`config.mk`:
```
export PLATFORM = sky130hd
export DESIGN_NAME = pll_loop_filter
export DESIGN_NICKNAME = d
export VERILOG_FILES = /design/src/rtl/pll_pkg.sv /design/src/rtl/sat_clamp.sv /design/src/rtl/pll_loop_filter.sv
export SDC_FILE = /design/constraint.sdc
export NUM_CORES = 1
export LEC_CHECK = 0
export ABC_AREA = 1
export BUFFER_PORTS_ARGS = -buffer_cell sky130_fd_sc_hd__buf_2
export CAP_MARGIN = 15
export CORE_MARGIN = 1
export CORE_UTILIZATION = 61
export DETAILED_ROUTE_END_ITERATION = 10
export GPL_ROUTABILITY_DRIVEN = 0
export GPL_TIMING_DRIVEN = 0
export PLACE_DENSITY = 0.78
export SYNTH_ARGS = -nofsm -noshare
export SYNTH_HDL_FRONTEND = slang
export SYNTH_HIERARCHICAL = 1
export SYNTH_SLANG_ARGS = --single-unit
```
`constraint.sdc`:
```
create_clock -name clk -period 5.5 [get_ports clk]
set_input_delay 0.275 -clock clk [delete_from_list [all_inputs] [get_ports clk]]
set_output_delay 0.275 -clock clk [all_outputs]
set_load 0.02 [all_outputs]
```
`src/rtl/pll_pkg.sv`:
```
// Shared definitions for the PLL loop filter: FSM states, datapath widths and
// default tuning constants.
package pll_pkg;

  typedef enum logic [2:0] {
    ST_IDLE,
    ST_CLAMP,
    ST_INTEG,
    ST_SUM,
    ST_OUT
  } pll_state_e;

  localparam int ACC_W = 40;
  localparam int ERR_W = 32;
  localparam int DAC_W = 16;

  localparam logic [DAC_W-1:0] DAC_MID_DEF     = 16'h8000;
  localparam int               ERR_LIMIT_DEF   = 4096;
  localparam int               INTEG_MAX_DEF   = 2**22;
  localparam int               LOCK_THRESH_DEF = 8;
  localparam int               LOCK_COUNT_DEF  = 16;
  localparam longint           DAC_MAX         = 65535;

  function automatic logic err_in_window(input logic signed [ERR_W-1:0] e,
                                         input int thresh);
    return (e <= thresh) && (e >= -thresh);
  endfunction

endpackage

```
`src/rtl/sat_clamp.sv`:
```
// Signed saturating clamp: limits d_i to [MIN_V, MAX_V] and resizes to OUT_W.
module sat_clamp #(
  parameter int     IN_W  = 40,
  parameter int     OUT_W = 16,
  parameter longint MIN_V = 0,
  parameter longint MAX_V = 65535
) (
  input  logic signed [IN_W-1:0]  d_i,
  output logic signed [OUT_W-1:0] q_o
);

  localparam logic signed [IN_W-1:0] LO = IN_W'(MIN_V);
  localparam logic signed [IN_W-1:0] HI = IN_W'(MAX_V);

  always_comb begin
    if (d_i > HI) begin
      q_o = OUT_W'(HI);
    end else if (d_i < LO) begin
      q_o = OUT_W'(LO);
    end else begin
      q_o = OUT_W'(d_i);
    end
  end

endmodule

```
`src/rtl/pll_loop_filter.sv`:
```
// PI loop filter steering a VCXO DAC from 1PPS phase/frequency error, with
// anti-windup integrator, lock detector and overrun flag.
module pll_loop_filter
  import pll_pkg::*;
#(
  parameter int               P_SHIFT     = 2,
  parameter int               I_SHIFT     = 6,
  parameter int               ERR_LIMIT   = ERR_LIMIT_DEF,
  parameter int               INTEG_MAX   = INTEG_MAX_DEF,
  parameter int               LOCK_THRESH = LOCK_THRESH_DEF,
  parameter int               LOCK_COUNT  = LOCK_COUNT_DEF,
  parameter logic [DAC_W-1:0] DAC_MID     = DAC_MID_DEF
) (
  input  logic                    clk,
  input  logic                    rst,
  input  logic                    pll_trig,
  input  logic signed [ERR_W-1:0] pdiff_1pps,
  input  logic signed [ERR_W-1:0] fdiff_1pps,
  input  logic                    pfd_status,
  input  logic                    gps_3dfix_d,
  input  logic                    loop_enable,
  input  logic                    dac_ready,
  output logic [DAC_W-1:0]        dac_data,
  output logic                    dac_valid,
  output logic signed [31:0]      integ_out,
  output logic                    pll_lock,
  output logic                    trig_overrun
);

  localparam int                       CNT_W      = $clog2(LOCK_COUNT + 1);
  localparam logic [CNT_W-1:0]         LOCK_CNT_C = CNT_W'(LOCK_COUNT);
  localparam logic signed [ACC_W-1:0]  MID_EXT    = ACC_W'(DAC_MID);
  localparam logic signed [ACC_W-1:0]  SUM_MAX    = ACC_W'(DAC_MAX);

  pll_state_e state_q, state_d;

  logic                    qual;
  logic                    accept;
  logic signed [ERR_W-1:0] sel_q;
  logic                    pfd_q;
  logic signed [ERR_W-1:0] err_d, err_q;
  logic signed [ACC_W-1:0] err_ext;
  logic signed [ACC_W-1:0] integ_sum, integ_sat, integ_new_q;
  logic signed [ACC_W-1:0] integ_q, integ_d;
  logic signed [ACC_W-1:0] sum_raw;
  logic signed [DAC_W-1:0] dac_sat;
  logic [DAC_W-1:0]        dac_q, dac_d;
  logic [CNT_W-1:0]        cnt_q, cnt_d;
  logic                    ovr_q, ovr_d;
  logic                    err_pos, err_neg, hold_integ;

  assign qual   = loop_enable & gps_3dfix_d;
  assign accept = (state_q == ST_IDLE) && pll_trig && qual;

  always_comb begin
    state_d = state_q;
    unique case (state_q)
      ST_IDLE:  if (accept) state_d = ST_CLAMP;
      ST_CLAMP: state_d = ST_INTEG;
      ST_INTEG: state_d = ST_SUM;
      ST_SUM:   state_d = ST_OUT;
      ST_OUT:   if (dac_ready) state_d = ST_IDLE;
      default:  state_d = ST_IDLE;
    endcase
  end

  sat_clamp #(
    .IN_W (ERR_W),
    .OUT_W(ERR_W),
    .MIN_V(-longint'(ERR_LIMIT)),
    .MAX_V(longint'(ERR_LIMIT))
  ) u_err_sat (
    .d_i(sel_q),
    .q_o(err_d)
  );

  assign err_ext   = ACC_W'(err_q);
  assign integ_sum = integ_q + err_ext;

  sat_clamp #(
    .IN_W (ACC_W),
    .OUT_W(ACC_W),
    .MIN_V(-longint'(INTEG_MAX)),
    .MAX_V(longint'(INTEG_MAX))
  ) u_integ_sat (
    .d_i(integ_sum),
    .q_o(integ_sat)
  );

  assign sum_raw = MID_EXT + (err_ext >>> P_SHIFT) + (integ_new_q >>> I_SHIFT);

  sat_clamp #(
    .IN_W (ACC_W),
    .OUT_W(DAC_W),
    .MIN_V(0),
    .MAX_V(DAC_MAX)
  ) u_dac_sat (
    .d_i(sum_raw),
    .q_o(dac_sat)
  );

  sat_clamp #(
    .IN_W (ACC_W),
    .OUT_W(32),
    .MIN_V(-64'sd2147483648),
    .MAX_V(64'sd2147483647)
  ) u_out_sat (
    .d_i(integ_q),
    .q_o(integ_out)
  );

  // Anti-windup: freeze the integrator when the error would push the DAC
  // further into the rail it is already clipped against.
  assign err_neg    = err_q[ERR_W-1];
  assign err_pos    = !err_q[ERR_W-1] && (err_q != '0);
  assign hold_integ = ((sum_raw > SUM_MAX) && err_pos) ||
                      (sum_raw[ACC_W-1] && err_neg);

  always_comb begin
    dac_d   = dac_q;
    integ_d = integ_q;
    cnt_d   = cnt_q;
    ovr_d   = ovr_q;
    if (pll_trig && (state_q != ST_IDLE)) ovr_d = 1'b1;
    if (state_q == ST_SUM) begin
      dac_d = dac_sat;
      if (!hold_integ) integ_d = integ_new_q;
    end
    if (!qual) begin
      cnt_d = '0;
    end else if (state_q == ST_INTEG) begin
      if (pfd_q && err_in_window(err_q, LOCK_THRESH)) begin
        cnt_d = (cnt_q == LOCK_CNT_C) ? cnt_q : cnt_q + CNT_W'(1);
      end else begin
        cnt_d = '0;
      end
    end
  end

  always_ff @(posedge clk) begin
    if (rst) begin
      state_q <= ST_IDLE;
      dac_q   <= DAC_MID;
      integ_q <= '0;
      cnt_q   <= '0;
      ovr_q   <= 1'b0;
    end else begin
      state_q <= state_d;
      dac_q   <= dac_d;
      integ_q <= integ_d;
      cnt_q   <= cnt_d;
      ovr_q   <= ovr_d;
    end
  end

  // Datapath registers: only meaningful while the FSM walks an update.
  always_ff @(posedge clk) begin
    if (accept) begin
      sel_q <= pfd_status ? pdiff_1pps : fdiff_1pps;
      pfd_q <= pfd_status;
    end
    if (state_q == ST_CLAMP) err_q <= err_d;
    if (state_q == ST_INTEG) integ_new_q <= integ_sat;
  end

  assign dac_data     = dac_q;
  assign dac_valid    = (state_q == ST_OUT);
  assign pll_lock     = (cnt_q == LOCK_CNT_C);
  assign trig_overrun = ovr_q;

endmodule

```
==> results of run 1 <==
-- logic make-up (layout without fill, tap and decap cells) --
logic type / Yosys count / count (layout) / share of synthesized area [%]
adders and majority gates: 112 / 112 / 10.36
and+or+nand+nor: 997 / 997 / 30.46
buffers and inverters: 300 / 457 / 9.736
AOI/OAI and AO/OA: 259 / 259 / 10.65
muxes: 32 / 32 / 2.635
xor gates and xnor gates: 55 / 55 / 3.578
DFF: 170 / 170 / 32.58
-- layout by cell type, fill, tap and decap left out, drive strengths merged, types with 6 or more instances in the layout --
cell type	Yosys	routed
nand4	24	24
inv	241	247
o21bai	6	6
nor3	26	26
a31oi	8	8
mux2	32	32
nand2	490	490
xnor2	16	16
a21oi	167	167
ha	110	110
nand3	85	85
o21ai	51	51
buf	37	161
clkbuf	19	37
a21o	6	6
o21a	6	6
nand3b	7	7
xor2	39	39
edfxtp	105	105
clkinv	2	8
dfxtp	65	65
nor2	352	352
-- power groups by stage --
stage | clock network [W] | registers (W) | logic (W)
floorplan | 0 | 0.00166 | 0.00189
global placement | 0 | 0.00174 | 0.00243
detailed placement | 0 | 0.00173 | 0.00250
CTS | 0.00127 | 0.00170 | 0.00253
global route | 0.00131 | 0.00172 | 0.00285
finish | 0.00125 | 0.00171 | 0.00256
-- final cells by class --
class,count,share of cell area [%]
clock inverters,14,1.160
repair buffers,125,4.395
well taps,280,2.287
plain buffers,56,2.622
clock buffers,18,2.802
inverters,244,6.070
multi-input cells,1455,51.58
flip-flops and latches,170,29.08
-- sequential cells by signal, indices dropped and copies added (netlist names) --
register / cells
cnt_q: 5
dac_data: 16
err_q: 32
integ_new_q: 40
integ_q: 40
pfd_q: 1
sel_q: 32
state_q: 3
trig_overrun: 1
-- worst max path at each step --
stage,from,to,slack (ns),cells after the start
floorplan,err_q[0]$_DFFE_PP_,integ_new_q[10]$_DFFE_PP_,1.64,19
global placement,err_q[2]$_DFFE_PP_,integ_new_q[13]$_DFFE_PP_,0.56,19
detailed placement,integ_q[0]$_SDFFE_PP0P_,integ_new_q[18]$_DFFE_PP_,0.55,19
CTS,err_q[2]$_DFFE_PP_,integ_new_q[18]$_DFFE_PP_,0.47,19
global route,integ_q[0]$_SDFFE_PP0P_,integ_new_q[19]$_DFFE_PP_,0.05,19
finish,err_q[2]$_DFFE_PP_,integ_new_q[13]$_DFFE_PP_,0.33,19
-- metal layers --
| metal | global-route usage, % | part of all wire (%) | up-vias |
|---|---|---|---|
| met5 | 0 | 0 | - |
| met3 | 5.928 | 8.5 | 102 |
| li1 | - | - | 6546 |
| met1 | 44.70 | 42 | 5883 |
| met2 | 53.73 | 45 | 589 |
| met4 | 15.40 | 4.1 | 0 |
-- synthesized netlist by cell type, types with 2 or more instances --
library cell  instances
nand2_1             475
nor2_1              325
inv_1               229
a21oi_1             155
ha_1                110
edfxtp_1            105
nand3_1              84
dfxtp_1              65
o21ai_0              45
xor2_1               38
mux2_2               32
nor3_1               26
nand4_1              23
nor2_2               23
clkbuf_1             19
xnor2_1              16
buf_6                14
nand2_2              13
a21oi_2              12
buf_2                12
inv_2                12
a31oi_1               8
nand3b_1              7
a21o_1                6
buf_8                 6
o21a_1                6
nor4_1                5
o21bai_1              5
buf_1                 4
nor2_4                4
o21ai_1               4
o221ai_1              4
a21boi_0              3
clkinv_1              2
fa_1                  2
o2111ai_1             2
o211ai_1              2
o21ai_2               2
o31a_1                2
or2_1                 2
or2_2                 2
-- worst register-to-register path: stages, from the launching register on --
cell and delay, ns:
edfxtp_1 0.47, ha_1 0.41, nand3_1 0.13, nand3_1 0.13, a21oi_1 0.34, o21ai_1 0.17, a21boi_0 0.34, o21ai_1 0.20
a21boi_0 0.47, o21ai_0 0.21, xor2_1 0.27, nand2_1 0.09, nor2_1 0.20, nand4_1 0.13, ha_1 0.29, clkbuf_1 0.23
inv_1 0.20, clkbuf_1 0.40, nand2_1 0.10, a21oi_1 0.23
-- per-stage QoR --
stage | power (W) | area, µm² | hold slack (ns) | setup WS [ns]
2_1_floorplan | 0.003550 | 13670 | 0.3441 | 1.643
3_3_place_gp | 0.004167 | 14630 | 0.4427 | 0.5648
3_5_place_dp | 0.004228 | 14700 | 0.4469 | 0.5503
4_1_cts | 0.005500 | 15320 | 0.0007827 | 0.4697
5_1_grt | 0.005887 | 15320 | 0.01469 | 0.05094
6_report | 0.005524 | 15320 | 0.02014 | 0.3251
==> qor.txt, run 1 <==
Max Cap Violations = 0
R2r setup slk = 0.33 ns
DIE AREA = 23020 µm²
Worst-path cell chain = ha_1, nand3_1, nand3_1, a21oi_1, o21ai_1, a21boi_0, o21ai_1, a21boi_0, o21ai_0, xor2_1, nand2_1, nor2_1, nand4_1, ha_1, clkbuf_1, inv_1, clkbuf_1, nand2_1, a21oi_1
Peak Freq = 193.2 MHz
Pins Over Slew Limit = 0
CTS resizes = 0
Predominant post-synthesis flop cell = edfxtp_1
Final period util = 94.09%
Post-DRT Antenna Nets = 0
Starting Density = 62.46%
Hold worst-path end = trig_overrun$_SDFFE_PP0P_
Crit path buf inv count = 3
Slew HR = 36.53%
Layout filler cell count = 1866
Clk slew on worst S/H paths = 0.08 ns
Leading area contributor after synthesis = edfxtp_1
CP Data Arrival Time = 5.43 ns
Yosys warning total = 6
Fin util = 69.96%
FF+latch count, synth = 170
EDFF count, synth = 105
Async set or reset register ratio after synthesis = 0%
Rows = 54
Synthesized area per cell = 7.103 µm²
RSZ-0062 raised after global routing = false
P_int = 0.003074 W
Syn Inst Count = 1925
Core Box Area = 21890 µm²
Top cell type's share of synthesized area = 23.06%
Initial antenna violation count = 0
CP Capture Type = register
CTS tree = done
DIE WIDTH = 151.7 µm
Worst path required time = 5.76 ns
Pwr Density = 360.7 nW/µm²
Switching share of power = 44.36%
Mapped cell area = 13670 µm²
Num Clock Sinks = 170
Reg2Reg Depth = 19
Final HPWL DP = 29490 µm
Post-synthesis cell type count = 55
DP Cell Count = 2329
Max stage delay cell, worst path = edfxtp_1
Worst stage delay on the critical path = 0.47 ns
I/O pin cnt = 122
Min-Delay Path Class = input pin to register
Critical Path Start Type = register
Num CTS Buffers = 17
Cell family with the largest share of critical-path delay = compound AO/OA/AOI/OAI gates
Drt wl/cell = 15.92 µm
Setup TNS = 0 ns
Setup Fix Bufs, Post-CTS = 0
WS Path Type = register to register
Clk pwr share = 22.7%
Longest Clk Path Bufs = 2
Least-Margin Pin Slew = 0.9520 ns
Setup violators final = 0
Nets = 2252
Hold Startpoint = rst
Root Driver = clkbuf_16
Worst VDD drop = 182.4 µV
Drt initial violations = 1139
Final hold vios = 0
Non-Filler Instances = 2362
Post-Syn Nets = 2108
Sequential cell area = 4454 µm²
Reg2reg end = integ_new_q[13]$_DFFE_PP_
GRT overflow = 0
Syn-to-layout area delta = 12.01%
Crit path max fanout = 10
Total Wirelength = 37600 µm
Largest net degree at the start of global routing = 24
Total global-route track usage = 33.77%
Multi-input logic area = 7900 µm²
Leak = 7.617 nW
DRC = 0
Clk_lat worst skew = 0.45 ns
R2r startpoint = err_q[2]$_DFFE_PP_
Status = finished clean
Die height = 151.7 µm
Worst Clk Skew = 0.01454 ns
# H-tree levels = 4
Share of cells above drive strength 1 = 14.31%
Post-synthesis sequential area ratio = 32.58%
Synth area leaders = edfxtp_1 23%, nand2_1 13%, ha_1 10%
Via density = 5.555
Seq pwr share = 31.0%
Min-Delay Path Depth = 2
First-pass GRT wire length = 59090 µm
Min cycle time layout = 5.175 ns
Comb pwr share = 46.3%
DR vias = 13120
Pre-Repair DR Iteration Count = 7
Cts hold-fix bufs = 1
NetSw = 0.002450 W
Antenna diodes = 0
Vias in the first global route = 11860
# port buffers = 121
Power figures use the tool's default switching activity.
==> run 2, diff against run 1 <==
--- a/config.mk
+++ b/config.mk
@@ -5,11 +5,13 @@
 export SDC_FILE = /design/constraint.sdc
 export NUM_CORES = 1
 export LEC_CHECK = 0
-export ABC_AREA = 1
+export ABC_AREA = 0
 export BUFFER_PORTS_ARGS = -buffer_cell sky130_fd_sc_hd__buf_2
 export CAP_MARGIN = 15
+export CELL_PAD_IN_SITES_DETAIL_PLACEMENT = 1
+export CELL_PAD_IN_SITES_GLOBAL_PLACEMENT = 1
 export CORE_MARGIN = 1
-export CORE_UTILIZATION = 61
+export CORE_UTILIZATION = 47
 export DETAILED_ROUTE_END_ITERATION = 10
 export GPL_ROUTABILITY_DRIVEN = 0
 export GPL_TIMING_DRIVEN = 0
==> run 2 against run 1 <==
Net effect: final area rose by 4.2%; clock power barely moved; register-to-register slack got worse by 0.28 ns.
==> qor.txt, run 2 <==
Pins Over Slew Limit = 0 (unchanged)
Setup violators final = 0 (unchanged)
Peak Freq = 183.2 MHz (was 193.2 MHz)
Final WS setup = 0.04144 ns (was 0.3251 ns)
Die height = 173.4 µm (was 151.7 µm)
Synth area leaders = edfxtp_1 23%, ha_1 10%, dfxtp_1 9.4% (was edfxtp_1 23%, nand2_1 13%, ha_1 10%)
WS Path Type = register to register (unchanged)
Yosys warning total = 6 (unchanged)
Max Cap Violations = 0 (unchanged)
Synth top cells by count = 114 x nor2_1, 110 x ha_1, 110 x nand2_1 (was 475 x nand2_1, 325 x nor2_1, 229 x inv_1)
Min-Delay Path Class = input pin to register (unchanged)
Num Clock Sinks = 170 (unchanged)
Final hold vios = 0 (unchanged)
DR vias = 13100 (was 13120)
Share of cells above drive strength 1 = 19.47% (was 14.31%)
Pre-Repair DR Iteration Count = 5 (was 7)
Top-count cell post-synth = nor2_1 (was nand2_1)
Leak = 6.349 nW (was 7.617 nW)
CTS tree = done (unchanged)
Status = finished clean (unchanged)
# H-tree levels = 4 (unchanged)
Syn-to-layout area delta = 15.53% (was 12.01%)
Async set or reset register ratio after synthesis = 0% (unchanged)
Num CTS Buffers = 17 (unchanged)
Place WS = -0.6369 ns (was 0.5503 ns)
Total global-route track usage = 31.69% (was 33.77%)
Slew HR = 29.20% (was 36.53%)
Starting Density = 47.98% (was 62.46%)
Pwr Total = 0.003469 W (was 0.005524 W)
I/O pin cnt = 122 (unchanged)
Leading area contributor after synthesis = edfxtp_1 (unchanged)
Worst Clk Skew = 0.01340 ns (was 0.01454 ns)
Mapped cell area = 13810 µm² (was 13670 µm²)
Least-Margin Pin Slew = 1.053 ns (was 0.9520 ns)
First-pass GRT wire length = 74120 µm (was 59090 µm)
Nets = 1860 (was 2252)
Final HPWL DP = 36700 µm (was 29490 µm)
Rows = 62 (was 54)
Longest Clk Path Bufs = 2 (unchanged)
Largest net degree at the start of global routing = 23 (was 24)
Most frequent cells in the layout = 135 x buf_2, 112 x nor2_1, 110 x nand2_1, 105 x edfxtp_1, 103 x ha_1 (was 475 x nand2_1, 322 x nor2_1, 229 x inv_1, 155 x a21oi_1, 133 x buf_2)
Syn Inst Count = 1512 (was 1925)
# port buffers = 121 (unchanged)
Largest registers = integ_new_q (40), integ_q (40) (unchanged)
Min cycle time layout = 5.459 ns (was 5.175 ns)
Predominant post-synthesis flop cell = edfxtp_1 (unchanged)
Clk slew on worst S/H paths = 0.08 ns (about the same)
Min-Delay Path Depth = 1 (was 2)
Critical Path Start Type = register (unchanged)
Reg2Reg Depth = 20 (was 19)
CP Capture Type = register (unchanged)
EDFF count, synth = 105 (unchanged)
Crit path max fanout = 10 (unchanged)
Post-DRT Antenna Nets = 0 (unchanged)
Antenna diodes = 0 (unchanged)
DRC = 0 (unchanged)
Core Box Area = 28780 µm² (was 21890 µm²)
CP Data Arrival Time = 5.66 ns (was 5.43 ns)
Final period util = 99.25% (was 94.09%)
Post-synthesis cell type count = 88 (was 55)
Final hold slack = 0.02691 ns (was 0.02014 ns)
Via density = 6.318 (was 5.555)
Vias in the first global route = 13180 (was 11860)
Clk_lat worst skew = 0.46 ns (was 0.45 ns)
Synthesized area per cell = 9.133 µm² (was 7.103 µm²)
GRT overflow = 0 (unchanged)
Post-synthesis sequential area ratio = 32.26% (was 32.58%)
Worst VDD drop = 182.4 µV (about the same)
Pwr Density = 217.4 nW/µm² (was 360.7 nW/µm²)
FF+latch count, synth = 170 (unchanged)
Top cell type's share of synthesized area = 22.83% (was 23.06%)
Setup TNS = 0 ns (unchanged)
Commonest non-fill, non-tap cell in the layout = buf_2 (was nand2_1)
DIE WIDTH = 173.4 µm (was 151.7 µm)
Root Driver = clkbuf_16 (unchanged)
DIE AREA = 30070 µm² (was 23020 µm²)
Initial antenna violation count = 0 (unchanged)
Fin util = 55.43% (was 69.96%)
Drt wl/cell = 23.40 µm (was 15.92 µm)
Worst path required time = 5.71 ns (was 5.76 ns)
Drt initial violations = 822 (was 1139)
Total Wirelength = 48530 µm (was 37600 µm)
Post-Syn Nets = 1695 (was 2108)
run 2: worst paths after layout:
kind / from / slack [ns] / endpoint
max: err_q[5]$_DFFE_PP_ / 0.04 / integ_new_q[16]$_DFFE_PP_
min reg2reg: dac_data[8]$_SDFFE_PP0P_ / 0.46 / dac_data[8]$_SDFFE_PP0P_
max reg2reg: err_q[5]$_DFFE_PP_ / 0.04 / integ_new_q[16]$_DFFE_PP_
min: pfd_status / 0.03 / pfd_q$_DFFE_PP_
run 2: worst max-delay path, stage by stage (launching register included):
cell and delay, ns:
edfxtp_1 0.60, ha_1 0.44, o21a_1 0.19, o21a_1 0.18, o21ai_0 0.16, a21oi_1 0.08
o31a_1 0.33, o41ai_2 0.39, buf_4 0.23, o21ai_0 0.16, a41o_1 0.34, xor2_2 0.21
nand4_1 0.12, or4_4 0.54, ha_4 0.29, buf_6 0.14, nor2_1 0.08, a32oi_2 0.30
buf_6 0.17, buf_8 0.15, a21boi_1 0.08
run 2: cell families after synthesis:
family / after synthesis / share of synthesized area, %
AOI/OAI and AO/OA: 453 / 24.46
xor gates and xnor gates: 62 / 3.932
adders and majority gates: 112 / 10.26
buffers and inverters: 144 / 5.219
DFF: 170 / 32.26
muxes: 33 / 2.682
and+or+nand+nor: 538 / 21.19
run 2: repair_timing:
| action | CTS | global route |
|---|---|---|
| setup buffers | 10 | 9 |
| gates resized for setup | 19 | 26 |
| hold buffers | 0 | 0 |
| endpoints found under the setup margin | 47 | 88 |
| pin swaps | 7 | 15 |
run 2: through the flow:
stage          instance area (µm²)  std cells
6_report                     15950       2074
5_1_grt                      15950       2074
4_1_cts                      15730       2065
3_5_place_dp                 14970       2023
3_3_place_gp                 14900       2017
2_1_floorplan                13810       1512
run 2: power by group:
part	leakage (nW)	switching (W)	internal [W]	total, W
Combinational	4.56	0.000481	0.000285	0.000766
Clock	0.297	0.000629	0.000628	0.00126
Sequential	1.49	0.0000480	0.00140	0.00145
Total	6.35	0.00116	0.00231	0.00347
run 2: area by class of cell:
cell class,count,area (µm²)
fill,3324,12830
multi-input combinational,1198,8855
sequential,170,4454
timing repair buffer,146,828.3
buffer,93,540.5
tap,384,480.5
clock buffer,18,439.2
inverter,51,191.4
clock inverter,14,165.2
run 2: routing by layer:
layer / part of all wire (%) / vias to the layer above / track usage [%]
met5: 0 / - / 0
met3: 5.2 / 111 / 4.298
met4: 4.0 / 0 / 14.01
met1: 43 / 6442 / 40.66
li1: - / 6104 / -
met2: 47 / 446 / 53.13
==> run 3, diff against run 2 <==
--- a/config.mk
+++ b/config.mk
@@ -10,6 +10,7 @@
 export CAP_MARGIN = 15
 export CELL_PAD_IN_SITES_DETAIL_PLACEMENT = 1
 export CELL_PAD_IN_SITES_GLOBAL_PLACEMENT = 1
+export CORE_ASPECT_RATIO = 2
 export CORE_MARGIN = 1
 export CORE_UTILIZATION = 47
 export DETAILED_ROUTE_END_ITERATION = 10
==> run 3 against run 2 <==
Net effect: clock power hardly changed; sequential share of layout area is 0.14 points lower; register-to-register slack better by 0.05 ns; final area is 0.57% higher; die area is 0.14% higher; routed wire length is 9.6% higher; critical path depth is 3 lower; critical path type unchanged; critical endpoint is now integ_new_q[25]$_DFFE_PP_.
==> qor.txt, run 3 (synthesis gave the netlist of run 2 again) <==
Setup TNS = 0 ns (unchanged)
# port buffers = 121 (unchanged)
Final hold slack = 0.01787 ns (was 0.02691 ns)
DIE WIDTH = 123.2 µm (was 173.4 µm)
Min-Delay Path Class = input pin to register (unchanged)
Share of cells above drive strength 1 = 19.85% (was 19.47%)
Pins Over Slew Limit = 0 (unchanged)
I/O pin cnt = 122 (unchanged)
Peak Freq = 184.9 MHz (was 183.2 MHz)
Pwr Total = 0.003529 W (was 0.003469 W)
DIE AREA = 30110 µm² (was 30070 µm²)
Slew HR = 33.51% (was 29.20%)
Largest registers = integ_new_q (40), integ_q (40) (unchanged)
Largest net degree at the start of global routing = 41 (was 23)
CP Capture Type = register (unchanged)
Longest Clk Path Bufs = 2 (unchanged)
Clk_lat worst skew = 0.46 ns (about the same)
Clk slew on worst S/H paths = 0.08 ns (about the same)
Num CTS Buffers = 17 (unchanged)
Antenna diodes = 0 (unchanged)
Commonest non-fill, non-tap cell in the layout = buf_2 (unchanged)
WS Path Type = register to register (unchanged)
Syn-to-layout area delta = 16.19% (was 15.53%)
Total Wirelength = 53200 µm (was 48530 µm)
Most frequent cells in the layout = 135 x buf_2, 112 x nor2_1, 110 x nand2_1, 106 x ha_1, 105 x edfxtp_1 (was 135 x buf_2, 112 x nor2_1, 110 x nand2_1, 105 x edfxtp_1, 103 x ha_1)
Leak = 6.412 nW (was 6.349 nW)
R2r setup slk = 0.09 ns (was 0.04 ns)
Worst path required time = 5.73 ns (was 5.71 ns)
Worst Clk Skew = 0.01488 ns (was 0.01340 ns)
DR vias = 13720 (was 13100)
Drt initial violations = 816 (was 822)
Num Clock Sinks = 170 (unchanged)
CP Data Arrival Time = 5.64 ns (was 5.66 ns)
Worst VDD drop = 195.0 µV (was 182.4 µV)
Die height = 244.4 µm (was 173.4 µm)
Nets = 1868 (was 1860)
Vias in the first global route = 14140 (was 13180)
Total global-route track usage = 35.10% (was 31.69%)
Rows = 88 (was 62)
CTS tree = done (unchanged)
Final period util = 98.36% (was 99.25%)
Final hold vios = 0 (unchanged)
Layout filler cell count = 3372 (was 3324)
Via density = 6.669 (was 6.318)
Crit path max fanout = 10 (unchanged)
Least-Margin Pin Slew = 0.9949 ns (was 1.053 ns)
Post-DRT Antenna Nets = 0 (unchanged)
Drt wl/cell = 25.85 µm (was 23.40 µm)
Status = finished clean (unchanged)
Starting Density = 47.87% (was 47.98%)
Critical Path Start Type = register (unchanged)
Max Cap Violations = 0 (unchanged)
Initial antenna violation count = 0 (unchanged)
Pwr Density = 219.9 nW/µm² (was 217.4 nW/µm²)
Core Box Area = 28850 µm² (was 28780 µm²)
Root Driver = clkbuf_16 (unchanged)
Final HPWL DP = 39780 µm (was 36700 µm)
GRT overflow = 0 (unchanged)
First-pass GRT wire length = 79140 µm (was 74120 µm)
Setup violators final = 0 (unchanged)
DRC = 0 (unchanged)
Pre-Repair DR Iteration Count = 7 (was 5)
# H-tree levels = 4 (unchanged)
Min cycle time layout = 5.410 ns (was 5.459 ns)
==> run 3: cell count changes in the layout (fill, tap and decap cells not counted), moves of 3 or more <==
cell,previous run,this run
dfxtp_1,65,62
a21oi_2,2,5
ha_1,103,106
ha_2,4,1
buf_4,25,32
dfxtp_2,0,3
==> run 3: area by class of cell <==
class                   instances  area (µm²)  share of cell area, %
multi-input cells            1198        8875                  55.31
flip-flops and latches        170        4458                  27.78
repair buffers                154       912.1                  5.685
plain buffers                  93       536.8                  3.345
well taps                     360       450.4                  2.807
clock buffers                  17       425.4                  2.651
clock inverters                15       196.4                  1.224
inverters                      51       191.4                  1.193
==> run 3: repair_timing <==
action	CTS	global route
gates cloned	0	3
setup endpoints to repair	87	36
buffers inserted	7	21
pin swaps	4	13
gates resized for setup	18	28
hold buffers	0	0
==> run 3: worst paths after layout <==
kind / from / endpoint / cells after the start
worst max register to register: err_q[8]$_DFFE_PP_ / integ_new_q[25]$_DFFE_PP_ / 17
worst min-delay path: pfd_status / pfd_q$_DFFE_PP_ / 1
worst max-delay path: err_q[8]$_DFFE_PP_ / integ_new_q[25]$_DFFE_PP_ / 17
worst min register to register: dac_data[5]$_SDFFE_PP0P_ / dac_data[5]$_SDFFE_PP0P_ / 2
==> run 3: stage by stage <==
step	cells	utilization (%)	instance area (µm²)	setup WS, ns
finish	2058	55.62	16050	0.09047
global route	2058	55.62	16050	-0.08595
CTS	2034	54.38	15690	-0.002223
detailed placement	1995	51.65	14900	-0.7736
global placement	1993	51.53	14870	-0.6748
floorplan	1512	-	13810	0.5098
==> run 3: critical path, stage by stage, from the launching register on <==
cell,delay (ns)
edfxtp_1,0.51
ha_4,0.32
a2111oi_4,0.35
o21ai_1,0.12
o21ai_0,0.10
o31a_1,0.25
o221ai_2,0.19
o311ai_4,0.42
a31oi_4,0.16
a221o_1,0.42
xor2_1,0.33
nand4_1,0.16
or4_1,0.54
ha_1,0.31
buf_6,0.15
dlygate4sd1_1,0.43
nor2_1,0.08
nor3_1,0.33
==> run 3: per-layer routing <==
metal / global-route usage (%) / share of wire (%) / up-vias
li1: - / - / 6136
met1: 33.55 / 33 / 6771
met2: 62.34 / 52 / 551
met3: 6.693 / 4.7 / 266
met4: 30.44 / 9.4 / 0
met5: 0 / 0 / -
==> run 3: where the power goes <==
part | switching, W | internal, W | total (W)
clock network | 0.000635 | 0.000660 | 0.00129
logic | 0.000505 | 0.000286 | 0.000791
registers | 0.0000447 | 0.00140 | 0.00144
